===== src/rtl/fft_pkg.sv =====
// Shared constants, types and helpers for the 256-point radix-2 FFT sequencer.
package fft_pkg;

  localparam int N_LOG2 = 8;
  localparam int NPTS   = 1 << N_LOG2;
  localparam int NBFLY  = NPTS / 2;

  typedef logic [N_LOG2-1:0] addr_t;
  typedef logic [N_LOG2-2:0] bidx_t;

  typedef enum logic [2:0] {IDLE, LOAD, RUN, DRAIN, DONE} state_t;

  // One entry of the write-back delay line.
  typedef struct packed {
    logic  valid;
    addr_t a0;
    addr_t a1;
  } wb_t;

  function automatic addr_t bitrev(input addr_t a);
    addr_t r;
    for (int i = 0; i < N_LOG2; i++) r[i] = a[N_LOG2-1-i];
    return r;
  endfunction

endpackage


===== src/rtl/fft_addr_gen.sv =====
// Combinational (stage, butterfly) -> (upper/lower read address, twiddle index) map.
module fft_addr_gen
  import fft_pkg::*;
(
  input  logic [2:0]        stage,
  input  logic [N_LOG2-2:0] b,
  output logic [N_LOG2-1:0] rd_addr0,
  output logic [N_LOG2-1:0] rd_addr1,
  output logic [N_LOG2-2:0] tw_addr
);

  addr_t b_ext;
  addr_t span;
  addr_t pos;
  addr_t grp;

  assign b_ext = {1'b0, b};
  assign span  = addr_t'(1) << stage;
  assign pos   = b_ext & (span - addr_t'(1));
  assign grp   = b_ext >> stage;

  // Upper leg is b with a zero bit inserted at position stage; lower leg sets it.
  assign rd_addr0 = (grp << ({1'b0, stage} + 4'd1)) | pos;
  assign rd_addr1 = rd_addr0 + span;
  assign tw_addr  = bidx_t'(pos << (3'(N_LOG2-1) - stage));

endmodule


===== src/rtl/fft_bfly_sched.sv =====
// Butterfly issue sequencer for an in-place radix-2 FFT with write-back delay line.
// Optional bit-reversed input load phase: define FFT_BFLY_SCHED_BITREV_EN.
module fft_bfly_sched
  import fft_pkg::*;
#(
  parameter int RD_LAT   = 1,
  parameter int BFLY_LAT = 1
) (
  input  logic              clk,
  input  logic              rst,
  input  logic              start,
`ifdef FFT_BFLY_SCHED_BITREV_EN
  input  logic              ld_valid,
  output logic [N_LOG2-1:0] ld_addr,
`endif
  output logic              busy,
  output logic              done,
  output logic [2:0]        stage,
  output logic              rd_en,
  output logic [N_LOG2-1:0] rd_addr0,
  output logic [N_LOG2-1:0] rd_addr1,
  output logic [N_LOG2-2:0] tw_addr,
  output logic              wr_en,
  output logic [N_LOG2-1:0] wr_addr0,
  output logic [N_LOG2-1:0] wr_addr1
);

  localparam int PIPE = RD_LAT + BFLY_LAT;

  state_t     state, state_n;
  logic [2:0] stage_n;
  bidx_t      b, b_n;
  logic [3:0] dcnt, dcnt_n;
  logic       issue_n;
  addr_t      a0_n, a1_n;
  bidx_t      tw_n;
  wb_t        dl [PIPE];
`ifdef FFT_BFLY_SCHED_BITREV_EN
  addr_t      ld_cnt, ld_cnt_n;
`endif

  // Addresses are computed for the upcoming issue so they can be registered with rd_en.
  fft_addr_gen u_addr_gen (
    .stage    (stage_n),
    .b        (b_n),
    .rd_addr0 (a0_n),
    .rd_addr1 (a1_n),
    .tw_addr  (tw_n)
  );

  always_comb begin
    // NOTE: every variable gets a default first so no path through the case leaves it unassigned (no latch).
    state_n = state;
    stage_n = stage;
    b_n     = b;
    dcnt_n  = dcnt;
`ifdef FFT_BFLY_SCHED_BITREV_EN
    ld_cnt_n = ld_cnt;
`endif
    case (state)
      IDLE: begin
        if (start) begin
`ifdef FFT_BFLY_SCHED_BITREV_EN
          state_n  = LOAD;
          ld_cnt_n = '0;
`else
          state_n  = RUN;
`endif
          stage_n = '0;
          b_n     = '0;
        end
      end
`ifdef FFT_BFLY_SCHED_BITREV_EN
      LOAD: begin
        if (ld_valid) begin
          ld_cnt_n = ld_cnt + addr_t'(1);
          if (ld_cnt == addr_t'(NPTS-1)) state_n = RUN;
        end
      end
`endif
      RUN: begin
        if (b == bidx_t'(NBFLY-1)) begin
          state_n = DRAIN;
          dcnt_n  = '0;
        end else begin
          b_n = b + bidx_t'(1);
        end
      end
      DRAIN: begin
        // The last write of the stage lands in the final drain cycle.
        if (dcnt == 4'(PIPE-1)) begin
          if (stage == 3'(N_LOG2-1)) begin
            state_n = DONE;
            stage_n = '0;
          end else begin
            state_n = RUN;
            stage_n = stage + 3'd1;
            b_n     = '0;
          end
        end else begin
          dcnt_n = dcnt + 4'd1;
        end
      end
      DONE:    state_n = IDLE;
      default: state_n = IDLE;
    endcase
  end

  assign issue_n = (state_n == RUN);

  always_ff @(posedge clk) begin
    if (rst) begin
      state    <= IDLE;
      stage    <= '0;
      b        <= '0;
      dcnt     <= '0;
      busy     <= 1'b0;
      done     <= 1'b0;
      rd_en    <= 1'b0;
      rd_addr0 <= '0;
      rd_addr1 <= '0;
      tw_addr  <= '0;
      // NOTE: the delay line is a short register chain, not a RAM, so it is reset to kill in-flight writes on abort.
      for (int i = 0; i < PIPE; i++) dl[i] <= '0;
`ifdef FFT_BFLY_SCHED_BITREV_EN
      ld_cnt   <= '0;
      ld_addr  <= '0;
`endif
    end else begin
      // NOTE: non-blocking assignments so every register samples pre-edge values.
      state    <= state_n;
      stage    <= stage_n;
      b        <= b_n;
      dcnt     <= dcnt_n;
      busy     <= (state_n == RUN) || (state_n == DRAIN) || (state_n == LOAD);
      done     <= (state_n == DONE);
      rd_en    <= issue_n;
      rd_addr0 <= issue_n ? a0_n : '0;
      rd_addr1 <= issue_n ? a1_n : '0;
      tw_addr  <= issue_n ? tw_n : '0;
      dl[0]    <= '{valid: rd_en, a0: rd_addr0, a1: rd_addr1};
      for (int i = 1; i < PIPE; i++) dl[i] <= dl[i-1];
`ifdef FFT_BFLY_SCHED_BITREV_EN
      ld_cnt   <= ld_cnt_n;
      if (state == LOAD && ld_valid) ld_addr <= bitrev(ld_cnt);
`endif
    end
  end

  assign wr_en    = dl[PIPE-1].valid;
  assign wr_addr0 = dl[PIPE-1].a0;
  assign wr_addr1 = dl[PIPE-1].a1;

endmodule


===== config.mk =====
export PLATFORM = sky130hd
export DESIGN_NAME = fft_bfly_sched
export DESIGN_NICKNAME = d
export VERILOG_FILES = /design/src/rtl/fft_pkg.sv /design/src/rtl/fft_addr_gen.sv /design/src/rtl/fft_bfly_sched.sv
export SDC_FILE = /design/constraint.sdc
export NUM_CORES = 1
export LEC_CHECK = 0
export ABC_AREA = 1
export BUFFER_PORTS_ARGS = -buffer_cell sky130_fd_sc_hd__buf_4
export CORE_MARGIN = 2
export CORE_UTILIZATION = 30
export CTS_BUF_LIST = sky130_fd_sc_hd__clkbuf_8
export CTS_CLUSTER_DIAMETER = 50
export CTS_CLUSTER_SIZE = 8
export DETAILED_ROUTE_END_ITERATION = 8
export PLACE_DENSITY = 0.53
export SLEW_MARGIN = 20
export SYNTH_ARGS = -nofsm -noshare
export SYNTH_HDL_FRONTEND = slang
export SYNTH_SLANG_ARGS = --single-unit
export TNS_END_PERCENT = 30

===== constraint.sdc =====
create_clock -name clk -period 9.35 [get_ports clk]
set_input_delay 0.935 -clock clk [delete_from_list [all_inputs] [get_ports clk]]
set_output_delay 0.935 -clock clk [all_outputs]
set_load 0.005 [all_outputs]

=== Yosys cells after proc, flatten, opt, wreduce, memory -nomap -nowiden ===
Memories as Yosys holds them, arrays and structs flattened.
Index checks and enable logic that the tools add are counted.

* Word-level logic and storage cells: 66
* Output and inout bits: 46
* Memory bits (read-only): 0
* Bits of input ports: 3
* Bits in writable memories: 34
* Bits in latches: 0
* Flip-flop bits (word level): 43
* Memories: 1

{| class="wikitable"
|+ Memories
! name !! words !! width !! rd ports !! clocked after memory_dff !! wr ports !! line !! RTL
|-
| dl || 2 || 17 || 2 || 0 || 2 || fft_bfly_sched.sv:37 || <nowiki>wb_t dl [PIPE];</nowiki>
|}

* $add $sub $neg: 7
* Reduce and logical (&&, ||, !) cells: 6
* Divide/modulo/power cells: 0
* Eq/ne operators: 11
* Shift operators: 4
* Bitwise logic cells: 5
* $lt $le $gt $ge: 0
* Mux-type cells: 22
* $mul: 0

{| class="wikitable"
|+ Operators by type and width
! kind !! number
|-
| $mux W17 || 2
|-
| $mux W7 || 4
|-
| $mux W3 || 7
|-
| $pmux W7 S3 || 1
|-
| $eq A3 B2 Y1 const B || 4
|-
| $pmux W3 S3 || 1
|-
| $add A8 B8 Y8 || 1
|-
| $and A7 B8 Y8 || 1
|-
| $mux W4 || 2
|-
| $or A8 B8 Y8 || 1
|-
| $pmux W4 S2 || 1
|-
| $shl A1 B3 Y8 const A || 1
|-
| $shl A8 B3 Y7 || 1
|-
| $shl A8 B4 Y8 || 1
|-
| $shr A7 B3 Y8 || 1
|-
| $sub A8 B1 Y8 const B || 1
|-
| $add A7 B1 Y7 const B || 1
|-
| $eq A7 B7 Y1 const B || 1
|-
| $eq A3 B3 Y1 const B || 2
|-
| $pmux W3 S2 || 1
|-
| $add A3 B1 Y4 const B || 1
|-
| $add A4 B1 Y4 const B || 1
|-
| $eq A4 B1 Y1 const B || 1
|-
| $ne A2 B2 Y1 const B || 2
|-
| 11 further kinds || 15
|}

=== Longest topological paths before layout ===
Gate-level depths: netlist of the first run.

* Depth after elaboration: 9
* Gate-level depth with buffers: 34
* Mapped depth without buffers: 33

=== By module ===
A second synthesis of the first run with hierarchy kept.

* Cell total of the unflattened synthesis: 545
* Area, all modules: 3946.3 sq um

{| class="wikitable"
|+ By module, submodules not included
! module !! times used !! area each (sq um) !! seq. area each (sq um) !! cells an instance
|-
| fft_bfly_sched || 1 || 2841.5 || 1541.5 || 335
|-
| fft_addr_gen || 1 || 1104.8 || 0.0 || 210
|}

=== Worst setup path before layout of the first run ===
OpenSTA, ideal clock, no wires.

* Path kind: input -> register
* Start point: input start
* End point: register rd_addr1[7]
* Data arrival time: 4.113 ns
* Slack: 5.122 ns
* Library setup time: 0.115 ns
* Cell stages on the path: 28
* Required time: 9.235 ns
* Buffers on the path: 1
* Cell sequence: nand3_2 > nand2_2 > o22ai_2 > inv_2 > clkbuf_1 > ha_1 > inv_1 > nor2_2 > inv_1 > ha_1 > inv_1 > o21ai_1 > nand4_1 > nand2_1 > ha_1 > a21oi_1 > nand2_1 > nand2_1 > nand2_1 > a21oi_1 > nor2_1 > nor2_1 > nor2_1 > nor2_1 > xor2_1 > inv_1 > a21oi_1 > nor2_1

* Cells in the longest elaborated chain, start to end: 7
* Elaborated cells on any way between the ends: 17
* Classes of those cells: 3 x add/sub; 1 x eq/ne; 3 x shift; 6 x mux; 3 x bitwise; 1 x reduce/logical

{| class="wikitable"
|+ Ends and longest elaborated chain
! what !! line !! RTL
|-
| start: declaration || fft_bfly_sched.sv:11 || <nowiki>input logic start,</nowiki>
|-
| $mux W3 || fft_bfly_sched.sv:62 || <nowiki>if (start) begin</nowiki>
|-
| $pmux W3 S2 || fft_bfly_sched.sv:60 || <nowiki>case (state)</nowiki>
|-
| $shl A1 B3 Y8 || fft_addr_gen.sv:18 || <nowiki>assign span = addr_t'(1) << stage;</nowiki>
|-
| $sub A8 B1 Y8 || fft_addr_gen.sv:19 || <nowiki>assign pos = b_ext & (span - addr_t'(1));</nowiki>
|-
| $and A7 B8 Y8 || fft_addr_gen.sv:19 ||
|-
| $or A8 B8 Y8 * || fft_addr_gen.sv:23 || <nowiki>assign rd_addr0 = (grp << ({1'b0, stage} + 4'd1)) | pos;</nowiki>
|-
| net a0_n[2] || fft_bfly_sched.sv:35 || <nowiki>addr_t a0_n, a1_n;</nowiki>
|-
| $add A8 B8 Y8 * || fft_addr_gen.sv:24 || <nowiki>assign rd_addr1 = rd_addr0 + span;</nowiki>
|-
| end signal: assignment || fft_bfly_sched.sv:139 || <nowiki>rd_addr1 <= issue_n ? a1_n : '0;</nowiki>
|-
| end: declaration || fft_bfly_sched.sv:21 || <nowiki>output logic [N_LOG2-1:0] rd_addr1,</nowiki>
|}

Mark *: on every way through the listed nets, which the timed path passes. The rest lies on a longest branch.
A chain may end at the register's enable or synchronous reset.

=== Final worst setup path of the first run ===
* Start point: register dcnt[1]
* End point: register rd_addr1[7]

* Cells in the longest elaborated chain, start to end: 8
* Elaborated cells on any way between the ends: 18
* Classes of those cells: 3 x add/sub; 2 x eq/ne; 3 x shift; 6 x mux; 3 x bitwise; 1 x reduce/logical

{| class="wikitable"
|+ Ends and longest elaborated chain
! what !! line !! RTL
|-
| start: declaration || fft_bfly_sched.sv:33 || <nowiki>logic [3:0] dcnt, dcnt_n;</nowiki>
|-
| start signal: assignment || fft_bfly_sched.sv:134 || <nowiki>dcnt <= dcnt_n;</nowiki>
|-
| $eq A4 B1 Y1 * || fft_bfly_sched.sv:91 || <nowiki>if (dcnt == 4'(PIPE-1)) begin</nowiki>
|-
| $mux W3 || fft_bfly_sched.sv:91 ||
|-
| $pmux W3 S2 || fft_bfly_sched.sv:60 ||
|-
| $shl A1 B3 Y8 || fft_addr_gen.sv:18 ||
|-
| $sub A8 B1 Y8 || fft_addr_gen.sv:19 ||
|-
| $and A7 B8 Y8 || fft_addr_gen.sv:19 ||
|-
| $or A8 B8 Y8 * || fft_addr_gen.sv:23 ||
|-
| net a0_n[2] || fft_bfly_sched.sv:35 ||
|-
| $add A8 B8 Y8 * || fft_addr_gen.sv:24 ||
|}

Marks and branches as above.

==> impl_metrics.json, run 1 <==
{
  "die-area_sq_mm": 0.0141,
  "start_util_pct": 31.1,
  "rsz0062_at_grt": "false",
  "drv_slew": 0,
  "rows": 41,
  "p_comb_share_pct": 4.5,
  "drc_errors": 0,
  "place_area_sq_mm": 0.00434,
  "setup_tns_ps": 0,
  "num_antenna_cells": 0,
  "gp_congestion": 0.838,
  "final_layout_size_suffix_gt1_share_pct": 18.0,
  "synth-compound-area-share_pct": 9.14,
  "synth_area_sq_mm": 0.00396,
  "insertion_delay_ps": 340,
  "cp_slowest_cell": "o22ai_2",
  "finalCritPeriodShare_pct": 48.7,
  "cp.required_ps": 9630,
  "synth_edf_count": 0,
  "ios": 49,
  "synth_fa_ha_area_share_pct": 6.52,
  "worst_pin_slew_ps": 570,
  "first_iter_violations": 264,
  "grt_use_total_pct": 13.5,
  "vias": 3378,
  "htreeDepth": 3,
  "grt_pass1_vias": 3228,
  "core_area_sq_mm": 0.0127,
  "antenna_found_initial": 0,
  "max_freq_ghz": 0.220,
  "first_pass_iters": 5,
  "cts.repair.resized": 0,
  "dp_hpwl_mm": 6.86,
  "synth_ff_type": "dfxtp_1",
  "wl_mm": 9.12,
  "cpMostUsedCell": "nand2_1",
  "worstSetupEndpointType": "flop",
  "sw_frac_of_total_pct": 21.6,
  "cts_root_buf": "clkbuf_8",
  "power_uw": 646,
  "die_x_um": 119,
  "synth_top_family_by_area": "simple AND/OR/NAND/NOR gates",
  "switching_power_uw": 139,
  "nNetsFinal": 597,
  "synthCells": 545,
  "hold_viol": 0,
  "clkSinkCount": 77,
  "ys_async_sr_fraction_pct": 0,
  "clk_pin_slew_ps": 80,
  "fin_util_pct": 35.9,
  "viasPerCell": 4.50,
  "post-cts-setup-buffers": 0,
  "port_buffers": 48,
  "synth-seq-cells": 77,
  "period_needed_ps": 4560,
  "yosys_warnings": 0,
  "clkPwrFrac_pct": 43.8,
  "crit_fanout": 19,
  "setup_viol": 0,
  "numCtsBuffers": 9,
  "max-slew-margin-rel_pct": 62.0,
  "die_y_um": 119,
  "slowest_delay_ps": 480,
  "nFillCells": 1361,
  "p_leak_nw": 2.03,
  "cts_hold_buffers": 0,
  "rr_worst_depth": 31,
  "vdd_ir_drop_max_mv": 0.0749,
  "syn_avg_cell_area_sq_um": 7.26,
  "critPathKind": "flop to flop",
  "tritoncts": "yes",
  "dpl.cell_count": 735,
  "grt_pass1_wl_mm": 15.4,
  "p_int_uw": 507,
  "hold_path_depth": 2,
  "start_kind": "flop",
  "synthSimpleGateAreaFrac_pct": 31.5,
  "fin_skew_ps": 8.10,
  "grt_max_degree": 53,
  "powerDensity_mw_per_mm2": 141,
  "pwr-share-seq_pct": 51.7,
  "synthMuxAreaShare_pct": 0.253,
  "syn-num-nets": 568,
  "hold_class": "flop to flop",
  "drt-wirelength-per-cell_um": 12.1,
  "syn2layout_area_growth_pct": 15.5,
  "yosysSeqAreaShare_pct": 39.0,
  "clockBufferDepth": 2,
  "ant_nets": 0,
  "yosysUniqueCellTypes": 38,
  "final_area_sq_mm": 0.00457,
  "worstPathArrival_ps": 4830,
  "cap_violations": 0,
  "layoutNonFillerInstCount": 751,
  "grt_overflow": 0,
  "synth_xor_area_share_pct": 0.221,
  "status": "finished clean"
}
-- routing by layer --
metal | share of wire [%] | vias to the layer above | track usage (%)
met5 | 0 | - | 0
met4 | 1.5 | 0 | 5.13
met3 | 4.7 | 7 | 3.16
met2 | 45 | 92 | 21.8
met1 | 49 | 1524 | 17.5
li1 | - | 1755 | -
-- final cells by class --
class	instances	area (sq um)	area share [%]
clock inverter	5	82.6	1.81
timing repair buffer	48	360	7.89
inverter	89	334	7.31
sequential	77	1540	33.7
multi-input combinational	349	1880	41.2
clock buffer	11	151	3.31
tap	172	215	4.71
-- flip-flops by register name, indices dropped and copies added (netlist names) --
name and count:
busy 1, dcnt 4, dl 34, done 1, tw_addr 7, rd_addr1 8
rd_addr0 8, stage 3, state 3, b 7, rd_en 1
-- layout by cell type (no fill, tap or decap), types with 2 or more instances in the layout --
master,count
a211oi_1,4
a21oi_1,23
a31oi_1,5
buf_4,48
bufinv_16,2
clkbuf_8,11
clkinv_4,2
dfxtp_1,77
ha_1,19
inv_1,82
inv_2,6
nand2_1,96
nand2_2,9
nand3_1,60
nand3_2,6
nand4_1,4
nor2_1,75
nor2_2,3
nor2_4,3
nor2_8,2
nor3_1,5
o21ai_0,12
o21ai_1,6
o21ai_2,4
-- final timing paths --
path | from | endpoint | slack [ps]
worst min register to register | dl[0][6] | dl[0][23] | 390
worst min-delay path | dl[0][6] | dl[0][23] | 390
worst max-delay path | dcnt[1] | rd_addr1[7] | 4790
worst max register to register | dcnt[1] | rd_addr1[7] | 4790
-- synthesized netlist by cell type (2+ instances only) --
cell type	number	area, sq um
nor2_4	3	33.8
clkbuf_1	8	30.0
o21ai_0	12	60.1
nor2_8	2	40.0
nand2_2	9	56.3
nor2_2	3	18.8
a31oi_1	5	31.3
nand3_2	6	60.1
inv_1	82	308
a211oi_1	4	30.0
inv_2	6	22.5
buf_4	17	128
nand3_1	60	300
nor2_1	75	282
o21ai_1	6	30.0
nand2_1	96	360
buf_2	3	15.0
dfxtp_1	77	1540
ha_1	19	238
o21ai_2	4	35.0
nand4_1	4	25.0
a21oi_1	23	115
buf_6	2	22.5
nor3_1	5	25.0
-- critical path: cells and delay by family (launching register included) --
kind,cells,cell delay [ps]
adders and majority gates,4,900
DFF,1,320
buffers and inverters,6,680
xor gates and xnor gates,1,160
and+or+nand+nor,16,1500
AOI/OAI and AO/OA,4,940
-- logic make-up (layout without fill, tap and decap cells) --
| family | Yosys count | in the layout |
|---|---|---|
| compound gates | 60 | 60 |
| xor+xnor | 1 | 1 |
| fa+ha+maj | 20 | 20 |
| buf+inv | 119 | 153 |
| flops | 77 | 77 |
| mux | 1 | 1 |
| simple gates | 267 | 267 |
-- power by group through the flow --
stage               combinational, mW  clock (mW)  sequential, mW
finish                         0.0292       0.283           0.334
global route                   0.0326       0.308           0.335
CTS                            0.0291       0.292           0.334
detailed placement             0.0290           0           0.342
global placement               0.0290           0           0.342
floorplan                      0.0193           0           0.342
-- stage by stage --
step | setup WS, ps | hold slack [ps]
6_report | 4790 | 395
5_1_grt | 4210 | 402
4_1_cts | 4800 | 400
3_5_place_dp | 4590 | 392
3_3_place_gp | 4760 | 391
2_1_floorplan | 5120 | 388
(Power assumes the default switching activity.)
==> run 2, diff against run 1 <==
PLACE_DENSITY = 0.54   (was 0.53)
clock period = 3.98 ns   (was 9.35 ns; I/O delays follow)
==> run 2 against run 1 <==
Sequential share of layout area fell by 2.4 points; cell count rose by 2.3%; via count rose by 4.1%; combinational power rose by 150%; register-to-register slack got worse by 4600 ps; global-route usage barely moved; clock power rose to 2.5 times the previous value; die area did not move; critical path depth fell by 5; hold slack improved by 6.8 ps; fmax rose by 22%; power rose by 140%; critical endpoint unchanged.
==> impl_metrics.json, run 2 (synthesis gave the netlist of run 1 again) <==
{
  "status": "finished clean",
  "worstPathArrival_ps": 4030,
  "grt_overflow": 0,
  "port_buffers": 48,
  "vdd_ir_drop_max_mv": 0.130,
  "rows": 41,
  "numCtsBuffers": 9,
  "die_y_um": 119,
  "nNetsFinal": 614,
  "viasPerCell": 4.58,
  "final_common_cell": "nand2_1",
  "cp.required_ps": 4270,
  "hold_viol": 0,
  "grt_pass1_wl_mm": 15.5,
  "cap_violations": 0,
  "largest_reg_flops": 34,
  "max-slew-margin-rel_pct": 64.8,
  "fin_util_pct": 38.7,
  "dpl.cell_count": 747,
  "vias": 3518,
  "start_util_pct": 31.1,
  "cts_root_buf": "clkbuf_8",
  "crit_fanout": 8,
  "drc_errors": 0,
  "cts_hold_buffers": 0,
  "worst_pin_slew_ps": 527,
  "syn2layout_area_growth_pct": 24.4,
  "insertion_delay_ps": 360,
  "finalCritPeriodShare_pct": 94.0,
  "worstReg2RegStart": "dcnt[0]",
  "drt-wirelength-per-cell_um": 12.2,
  "largest_register": "dl",
  "clk_pin_slew_ps": 90,
  "ios": 49,
  "clockBufferDepth": 2,
  "worstSetupEndpointType": "flop",
  "hold_class": "flop to flop",
  "layoutNonFillerInstCount": 768,
  "final_layout_size_suffix_gt1_share_pct": 27.3,
  "antenna_found_initial": 0,
  "drv_slew": 0,
  "die_x_um": 119,
  "grt_use_total_pct": 13.5,
  "tritoncts": "yes",
  "final_cell_mix": "86 x nand2_1, 76 x inv_1, 76 x dfxtp_1, 74 x nor2_1, 63 x buf_4",
  "htreeDepth": 3,
  "num_antenna_cells": 0,
  "ant_nets": 0,
  "wl_mm": 9.38,
  "max_freq_ghz": 0.267,
  "grt_max_degree": 53,
  "period_needed_ps": 3740,
  "holdCritStartpoint": "dl[0][1]",
  "power_mw": 1.58,
  "finalWorstSetupSlack_ps": 238,
  "die-area_sq_mm": 0.0141,
  "gp_congestion": 0.911,
  "reg_top3": "dl x34, rd_addr0 x8, rd_addr1 x8",
  "grt_pass1_vias": 3196,
  "p_leak_nw": 2.14,
  "first_iter_violations": 403,
  "startpoint": "dcnt[0]",
  "core_area_sq_mm": 0.0127,
  "dp_hpwl_mm": 6.99,
  "fin_skew_ps": 14.9,
  "post-place-ws_ps": 59.7,
  "powerDensity_mw_per_mm2": 321,
  "fin_hold_ws_ps": 401,
  "clkSinkCount": 77,
  "first_pass_iters": 4,
  "start_kind": "flop",
  "critPathKind": "flop to flop",
  "setup_viol": 0
}
-- run 2: changes by cell type in the layout (fill, tap and decap cells not counted), moves of 4 or more --
| cell | before | now |
|---|---|---|
| inv_2 | 6 | 12 |
| nand2_2 | 9 | 17 |
| nand3_1 | 60 | 47 |
| ha_1 | 19 | 11 |
| buf_4 | 48 | 63 |
| ha_4 | 0 | 4 |
| nand3_2 | 6 | 18 |
| inv_1 | 82 | 76 |
| nand2_1 | 96 | 86 |
| ha_2 | 0 | 4 |
-- run 2: final timing paths --
check	endpoint	slack [ps]	cells after the start
worst max register to register	rd_addr1[7]	240	26
worst min register to register	dl[0][18]	400	2
worst max-delay path	rd_addr1[7]	240	26
worst min-delay path	dl[0][18]	400	2
-- run 2: per-layer routing --
layer	wire (um)	track usage (%)	vias up
li1	-	-	1800
met5	0	0	-
met1	4330	18.0	1609
met2	4370	20.6	94
met4	223	6.32	0
met3	449	3.07	15
-- run 2: cell type report --
type | instances | area (sq um)
clock inverter | 7 | 121
clock buffer | 9 | 124
fill | 1309 | 7800
multi-input combinational | 349 | 2080
tap | 172 | 215
timing repair buffer | 65 | 495
sequential | 77 | 1540
inverter | 89 | 338
-- run 2: power breakdown --
part | internal, mW | total (mW) | switching, mW
Combinational | 0.0256 | 0.0727 | 0.0471
Clock | 0.420 | 0.719 | 0.299
Sequential | 0.780 | 0.785 | 0.00545
-- run 2: through the flow --
step | cell area (sq um) | TNS, ps
floorplan | 3960 | 0
finish | 4920 | 0
global placement | 4430 | 0
detailed placement | 4430 | 0
global route | 4920 | -38.4
CTS | 4680 | 0
-- run 2: timing repair --
item / in CTS / in global routing
setup endpoints to repair: 0 / 2
buffers inserted: 0 / 5
gates resized for setup: 0 / 51
hold endpoints to repair: 0 / 0
-- run 2: worst max-delay path, stage by stage, from the launching register on --
cell	delay (ps)
dfxtp_1	380
ha_2	200
nand2_1	80
nor2_4	190
nand3_4	160
o21ai_4	230
buf_6	180
ha_4	150
ha_1	240
inv_2	100
nand4_1	150
nand2_1	140
ha_1	240
nand3_1	80
nand2_1	90
nand2_1	70
nand2_1	60
a21oi_2	170
nor2_1	50
nor2_1	80
nor2_1	40
nor2_1	120
xor2_1	150
inv_1	60
nand3_1	70
nand2_1	50
nor2_1	110
